$ cat config.mk
export PLATFORM = sky130hd
export DESIGN_NAME = calc_bank_mem
export DESIGN_NICKNAME = d
export VERILOG_FILES = /design/src/rtl/calc_pkg.sv /design/src/rtl/calc_mem_bank.sv /design/src/rtl/calc_bank_mem.sv
export SDC_FILE = /design/constraint.sdc
export NUM_CORES = 1
export LEC_CHECK = 0
export BUFFER_PORTS_ARGS = -buffer_cell sky130_fd_sc_hd__buf_2
export CAP_MARGIN = 20
export CORE_MARGIN = 5
export CORE_UTILIZATION = 61
export DETAILED_ROUTE_END_ITERATION = 7
export PLACE_DENSITY = 0.78
export SYNTH_ARGS = -nofsm -noshare
export SYNTH_HDL_FRONTEND = slang
export SYNTH_SLANG_ARGS = --single-unit
$ cat constraint.sdc
create_clock -name clk -period 2.5 [get_ports clk]
set_clock_uncertainty 0.1 [all_clocks]
set_input_delay 0.5 -clock clk [delete_from_list [all_inputs] [get_ports clk]]
set_output_delay 0.5 -clock clk [all_outputs]
set_load 0.01 [all_outputs]
$ cat src/rtl/calc_pkg.sv
// ---------------------------------------------------------------------------
// calc_pkg
//   Shared types and constants for the calculator bank store.
//   - calc_state_t : clear-engine state (CLEAR while wiping the banks,
//                    IDLE while the read/write ports are live)
//   - DEF_*        : default widths and depths for the two banks
//   - max_of()     : elaboration-time helper that sizes the clear sweep
// ---------------------------------------------------------------------------
package calc_pkg;

   typedef enum logic {
      CLEAR = 1'b0,
      IDLE  = 1'b1
   } calc_state_t;

   localparam int DEF_DATA_W     = 8;
   localparam int DEF_INST_W     = 8;
   localparam int DEF_DATA_DEPTH = 16;
   localparam int DEF_INST_DEPTH = 16;

   function automatic int max_of(input int a, input int b);
      return (a > b) ? a : b;
   endfunction

endpackage

$ cat src/rtl/calc_mem_bank.sv
// ---------------------------------------------------------------------------
// calc_mem_bank
//   One storage bank: DEPTH words of W bits, one write port, one registered
//   read port with a valid pulse, an out-of-range detector, and a
//   clear-write input driven by the top-level clear engine.
//
//   Optional feature (macro CALC_MEM_BYPASS_EN):
//     defined     : a read and a write to the same address in one cycle
//                   return the new write data (write-first).
//     not defined : the read returns the previously stored word
//                   (read-first); the write still lands.
//
// Ports
//   clk, rst        clock and synchronous active-high reset
//   clr_en          1 while the clear engine owns the bank
//   clr_idx[IW]     entry being cleared; ignored when >= DEPTH
//   we/waddr/wdata  write port (already gated by the caller)
//   re/raddr        read request (already gated by the caller)
//   rdata           registered read data, holds while no read is accepted
//   rvalid          1-cycle pulse one cycle after an accepted read
//   err             1-cycle pulse: the previous cycle's op used addr >= DEPTH
//
// Handshake: an op is accepted whenever its enable is high at a rising
// edge; there is no back-pressure. rvalid/rdata follow one edge later.
// ---------------------------------------------------------------------------
module calc_mem_bank #(
   parameter int W     = 8,
   parameter int DEPTH = 16,
   parameter int AW    = $clog2(DEPTH),
   parameter int IW    = AW
) (
   input  logic          clk,
   input  logic          rst,
   input  logic          clr_en,
   input  logic [IW-1:0] clr_idx,
   input  logic          we,
   input  logic [AW-1:0] waddr,
   input  logic [W-1:0]  wdata,
   input  logic          re,
   input  logic [AW-1:0] raddr,
   output logic [W-1:0]  rdata,
   output logic          rvalid,
   output logic          err
);

   // Depth widened by one bit so that a non power-of-two depth compares
   // cleanly against full-width addresses.
   localparam logic [AW:0] DEPTH_A = (AW+1)'(DEPTH);
   localparam logic [IW:0] DEPTH_C = (IW+1)'(DEPTH);

   logic [W-1:0] mem [DEPTH];

   logic         w_in_range;
   logic         r_in_range;
   logic         c_in_range;
   logic [W-1:0] rd_word;

   assign w_in_range = ({1'b0, waddr}   < DEPTH_A);
   assign r_in_range = ({1'b0, raddr}   < DEPTH_A);
   assign c_in_range = ({1'b0, clr_idx} < DEPTH_C);

   // Word presented to the read register. Out-of-range reads return 0.
   always_comb begin
      rd_word = '0;
      if (r_in_range) begin
         rd_word = mem[raddr];
`ifdef CALC_MEM_BYPASS_EN
         if (we && w_in_range && (waddr == raddr)) begin
            rd_word = wdata;
         end
`endif
      end
   end

   // Storage has no reset; the clear engine zeroes it after every reset.
   // clr_en and we are never both high, so the two writes cannot collide.
   always_ff @(posedge clk) begin
      if (clr_en && c_in_range) begin
         mem[clr_idx[AW-1:0]] <= '0;
      end
      if (we && w_in_range) begin
         mem[waddr] <= wdata;
      end
   end

   always_ff @(posedge clk) begin
      if (rst) begin
         rdata  <= '0;
         rvalid <= 1'b0;
         err    <= 1'b0;
      end else begin
         rvalid <= re;
         err    <= (we && !w_in_range) || (re && !r_in_range);
         if (re) begin
            rdata <= rd_word;
         end
      end
   end

endmodule

$ cat src/rtl/calc_bank_mem.sv
// ---------------------------------------------------------------------------
// calc_bank_mem
//   Data / instruction store for the calculator datapath: two independent
//   banks (calc_mem_bank) plus a sequential clear engine that zeroes both
//   banks after reset or on request.
//
//   Optional feature (macro CALC_MEM_BYPASS_EN): write-first behaviour for a
//   same-address read and write in one cycle; otherwise read-first.
//
// Ports
//   clk, rst                         clock, synchronous active-high reset
//   clr_req                          start a full clear (honoured in IDLE)
//   busy                             1 while the clear engine runs
//   data_we/data_waddr/data_wdata    data bank write port
//   data_re/data_raddr               data bank read request
//   data_rdata/data_rvalid           data read result, one cycle later
//   inst_we/inst_waddr/inst_wdata    instruction bank write port
//   inst_re/inst_raddr               instruction bank read request
//   inst_rdata/inst_rvalid           instruction read result, one cycle later
//   addr_err                         1-cycle pulse: an accepted op was out of range
//   state_dbg                        current clear-engine state
//
// Handshake: every *_we / *_re is accepted at a rising edge while the engine
// is IDLE and rst is low; in CLEAR they are silently dropped. Read results
// appear as a single-cycle *_rvalid pulse with *_rdata after the next edge.
// ---------------------------------------------------------------------------
module calc_bank_mem
   import calc_pkg::*;
#(
   parameter int DATA_W     = DEF_DATA_W,
   parameter int INST_W     = DEF_INST_W,
   parameter int DATA_DEPTH = DEF_DATA_DEPTH,
   parameter int INST_DEPTH = DEF_INST_DEPTH,
   localparam int DATA_AW   = $clog2(DATA_DEPTH),
   localparam int INST_AW   = $clog2(INST_DEPTH)
) (
   input  logic               clk,
   input  logic               rst,
   input  logic               clr_req,
   output logic               busy,
   input  logic               data_we,
   input  logic [DATA_AW-1:0] data_waddr,
   input  logic [DATA_W-1:0]  data_wdata,
   input  logic               data_re,
   input  logic [DATA_AW-1:0] data_raddr,
   output logic [DATA_W-1:0]  data_rdata,
   output logic               data_rvalid,
   input  logic               inst_we,
   input  logic [INST_AW-1:0] inst_waddr,
   input  logic [INST_W-1:0]  inst_wdata,
   input  logic               inst_re,
   input  logic [INST_AW-1:0] inst_raddr,
   output logic [INST_W-1:0]  inst_rdata,
   output logic               inst_rvalid,
   output logic               addr_err,
   output calc_state_t        state_dbg
);

   // The clear sweep covers the deeper bank; the shallower bank ignores
   // indices beyond its own depth.
   localparam int                CLR_N    = max_of(DATA_DEPTH, INST_DEPTH);
   localparam int                CLR_AW   = $clog2(CLR_N);
   localparam logic [CLR_AW-1:0] CLR_LAST = CLR_AW'(CLR_N - 1);

   calc_state_t       state;
   logic [CLR_AW-1:0] idx;
   logic              ops_en;
   logic              clr_en;
   logic              data_err;
   logic              inst_err;

   // Port ops only reach the banks while IDLE and out of reset.
   assign ops_en    = (state == IDLE) && !rst;
   assign clr_en    = (state == CLEAR) && !rst;
   assign state_dbg = state;
   assign addr_err  = data_err | inst_err;

   // Clear engine. busy is registered alongside the state so it is high for
   // exactly CLR_N cycles after rst falls or after clr_req is taken.
   always_ff @(posedge clk) begin
      if (rst) begin
         state <= CLEAR;
         idx   <= '0;
         busy  <= 1'b1;
      end else begin
         case (state)
            CLEAR: begin
               if (idx == CLR_LAST) begin
                  state <= IDLE;
                  busy  <= 1'b0;
                  idx   <= '0;
               end else begin
                  idx <= idx + CLR_AW'(1);
               end
            end
            IDLE: begin
               // Ops presented alongside clr_req are still executed this cycle.
               if (clr_req) begin
                  state <= CLEAR;
                  busy  <= 1'b1;
                  idx   <= '0;
               end
            end
            default: begin
               state <= CLEAR;
               busy  <= 1'b1;
               idx   <= '0;
            end
         endcase
      end
   end

   calc_mem_bank #(
      .W     (DATA_W),
      .DEPTH (DATA_DEPTH),
      .AW    (DATA_AW),
      .IW    (CLR_AW)
   ) u_data_bank (
      .clk     (clk),
      .rst     (rst),
      .clr_en  (clr_en),
      .clr_idx (idx),
      .we      (data_we && ops_en),
      .waddr   (data_waddr),
      .wdata   (data_wdata),
      .re      (data_re && ops_en),
      .raddr   (data_raddr),
      .rdata   (data_rdata),
      .rvalid  (data_rvalid),
      .err     (data_err)
   );

   calc_mem_bank #(
      .W     (INST_W),
      .DEPTH (INST_DEPTH),
      .AW    (INST_AW),
      .IW    (CLR_AW)
   ) u_inst_bank (
      .clk     (clk),
      .rst     (rst),
      .clr_en  (clr_en),
      .clr_idx (idx),
      .we      (inst_we && ops_en),
      .waddr   (inst_waddr),
      .wdata   (inst_wdata),
      .re      (inst_re && ops_en),
      .raddr   (inst_raddr),
      .rdata   (inst_rdata),
      .rvalid  (inst_rvalid),
      .err     (inst_err)
   );

endmodule

==> results by group <==
CTS
  • Clock sink count: between 200 and 300
  • Hold Buf Count CTS: 0
  • Num CTS Buffers: 27
  • CTS tree: done
  • Setup bufs post-CTS: 0
  • Htree depth: 1
  • Root buffer cell: clkbuf_16
  • Max Buffers Root-to-Sink: 3
  • Clk Latency, worst-skew pair: about 520 ps
  • Reg clk slew, reported paths: approximately 60 ps
  • Post-CTS Resized: 0

Route
  • Via density: 6.39
  • Vias: slightly above 6000
  • Routed Antenna Nets: 0
  • Routed len/inst: between 20 and 30 microns
  • Drc violations: 0
  • Total Wirelength: between 20000 and 25000 microns
  • Drt pass-1 iters: 5
  • 1st-iter DRT viols: roughly 610

Worst setup path
  • Register-to-Register Setup Slack: 340 ps
  • Crit path launch type: flip-flop
  • Reg2reg path depth: 6
  • CP Max Fanout: 16
  • RR Endpoint: u_inst_bank.mem[2][6]
  • CP arrival: roughly 2300 ps
  • Critical R2R Launch: state_dbg
  • Worst Setup End Kind: flip-flop
  • Setup CP Type: flip-flop to flip-flop
  • CP required: approximately 2700 ps

Die
  • Die width: 145 microns
  • Ports: 60
  • Core footprint: roughly 18000 sq um
  • # rows: around 50
  • Starting Density: a little over 60%
  • Chip Height: around 150 microns
  • Die area: around 21000 sq um

Power and ir drop
  • Comb power frac: around 4.4%
  • Tot Pwr: ~0.0096 W
  • Clock share of power: approximately 42%
  • Cell-internal power: 0.00772 W
  • Net Switching: approximately 0.0019 W
  • PD cells: around 750 nW/um^2
  • Sw frac: approximately a fifth
  • Maximum vdd ir drop: approximately 550 uV
  • Seq pwr share: between 50% and 60%
  • Lkg Pwr: approximately 4.3 nW

Hold path
  • HP Start: rst
  • Worst hold-check path type: primary input to flip-flop
  • Hold endpoint: idx[2]
  • Hold path depth: 2

Global route
  • Global Route Usage Sum: between 20 and 25%
  • Initial antenna violation count: 0
  • Top Usage Layer GRT: met2
  • First-pass GRT wire length: roughly 37000 microns
  • Routing usage on met2: about a third
  • Vias in the first global route: 6229
  • Gr ovfl total: 0
  • Met3 Use GR: under 10%
  • GR Util met1: roughly 34%
  • Largest net degree at the start of global routing: 22

Synth
  • Syn_area_per_cell: 18.9 sq um
  • EDFF count, synth: 256
  • Synth top area share: between 60 and 70%
  • Ys flop type: edfxtp_1
  • Seq/Total Area, Yosys: roughly three quarters
  • Async SR Flop Fraction: 0%
  • Syn Inst Count: a little under 600
  • Synth Cell Area: around 11000 sq um
  • Ys Warns: 0
  • Library cells used by synthesis: 48
  • Dominant cell type by area after synthesis: edfxtp_1
  • Synth Register Bits: 280
  • Top post-synthesis cells by area: edfxtp_1 69%, mux4_2 10%, dfxtp_1 4.3%
  • Syn nets: ~630

STA
  • Endpoints failing setup: 0
  • RSZ-0062 raised after global routing: false
  • Slew Limit Fails: 0
  • Rel. slew slack: 51.4%
  • Post-route clock period utilization: between 80 and 90%
  • Crit path time final: between 2000 and 2500 ps
  • Actual slew at the worst max-slew pin: just over 700 ps
  • Fmax: about 0.46 GHz
  • Setup tns final: 0 ps
  • Final hold violation count: 0

Final layout
  • Post-route insts no fill: 950
  • Most common cell after layout, fill and taps aside: edfxtp_1
  • Ratio of cells with drive above 1 in the final layout: around 32%
  • Syn-to-layout area delta: 15.3%
  • Fin nets: between 700 and 800
  • Diodes inserted: 0
  • Most frequent cells in the layout: 256 x edfxtp_1, 58 x buf_2, 58 x buf_4
  • Fillers: 1045

Place
  • Detail Placement HPWL: about 15000 microns
  • Port Buf Inserts: 58
  • DP Cell Count: 901
  • GP Congestion: about 0.86

Flow run
  • Max-cap violations: 0

Run status
  • Status: completed
flip-flops by register name (all words and copies together), names as in the netlist:
register / cells
idx: 4
u_data_bank.rdata: 8
u_data_bank.rvalid: 1
u_inst_bank.rvalid: 1
u_inst_bank.rdata: 8
u_inst_bank.mem: 128
u_data_bank.mem: 128
state_dbg: 1
busy: 1
cell type report:
| cell class | instances | area, sq um | area share [%] |
|---|---|---|---|
| Timing Repair Buffer | 116 | 726 | 5.65 |
| Sequential cell | 280 | 8170 | 63.6 |
| Inverter | 8 | 30.0 | 0.234 |
| Clock buffer | 34 | 712 | 5.54 |
| Clock inverter | 15 | 175 | 1.36 |
| Tap cell | 229 | 287 | 2.23 |
| Multi-Input combinational cell | 268 | 2750 | 21.4 |
synth_stat cells, types with 2 or more instances:
master     instances
buf_6              5
a31oi_1            9
nand2_1           11
mux2_2            22
mux4_1             7
buf_2             10
nor2_1            38
nor2b_1            5
inv_1              8
nand3_1            4
a22oi_1           12
and3b_1            4
a21oi_1            9
buf_4              3
a211oi_1           3
nor4_1             3
nand3b_1           2
o21ai_0            8
nor3b_1            5
or2_2              2
a2111oi_0          3
o21ai_1            6
clkbuf_1          12
and2_1            18
mux4_2            51
edfxtp_1         256
a221o_1            3
and2b_1            2
dfxtp_1           24
nor3_1             3
mux2i_1           15
nand2b_1           6
o22ai_1            4
a32oi_1            2
cells by family after synthesis:
group	share of synthesized area, %
xor+xnor	0.0786
simple gates	4.85
fa+ha+maj	0.112
compound gates	3.92
flops	73.3
buf+inv	2.04
mux	15.7
other cells	0.0337
worst max path at each step:
stage                             start                     end  slack (ps)  depth (start not counted)
after floorplan                     rst  u_inst_bank.mem[10][0]         220                          6
after CTS                     state_dbg   u_data_bank.mem[4][6]         360                          6
final                         state_dbg   u_inst_bank.mem[2][6]         340                          6
after global routing          state_dbg   u_inst_bank.mem[3][1]         190                          6
after global placement    data_raddr[1]    u_data_bank.rdata[6]          40                          5
after detailed placement  data_raddr[1]    u_data_bank.rdata[6]          80                          5
metrics by stage:
| stage | worst slack, ps | cell area, sq um | hold WS (ps) | utilization, % |
|---|---|---|---|---|
| final | 338 | 12800 | 142 | 71.5 |
| after global routing | 191 | 12800 | 148 | 71.5 |
| after CTS | 362 | 12800 | 125 | 71.5 |
| after detailed placement | 77.4 | 12000 | 383 | 66.6 |
| after global placement | 41.1 | 12000 | 365 | 66.6 |
| after floorplan | 216 | 11100 | 421 | - |
metal layers:
layer / vias up / part of all wire, %
met2: 287 / 49
met1: 3143 / 41
li1: 2606 / -
met5: - / 0
met4: 0 / 2.0
met3: 39 / 8.1
power by group through the flow:
stage               clock network [W]  logic, W  registers [W]
finish                        0.00408  0.000421        0.00512
global route                  0.00434  0.000451        0.00512
CTS                           0.00412  0.000421        0.00512
detailed placement                  0  0.000415        0.00522
global placement                    0  0.000404        0.00521
floorplan                           0  0.000284        0.00521
worst max-delay path, cell delays in order, from the launching register on:
cell	delay (ps)
dfxtp_1	510
and3b_1	310
buf_4	240
nor3b_1	70
a31oi_1	370
nor2_1	90
buf_4	210
Power figures use the tool's default switching activity.
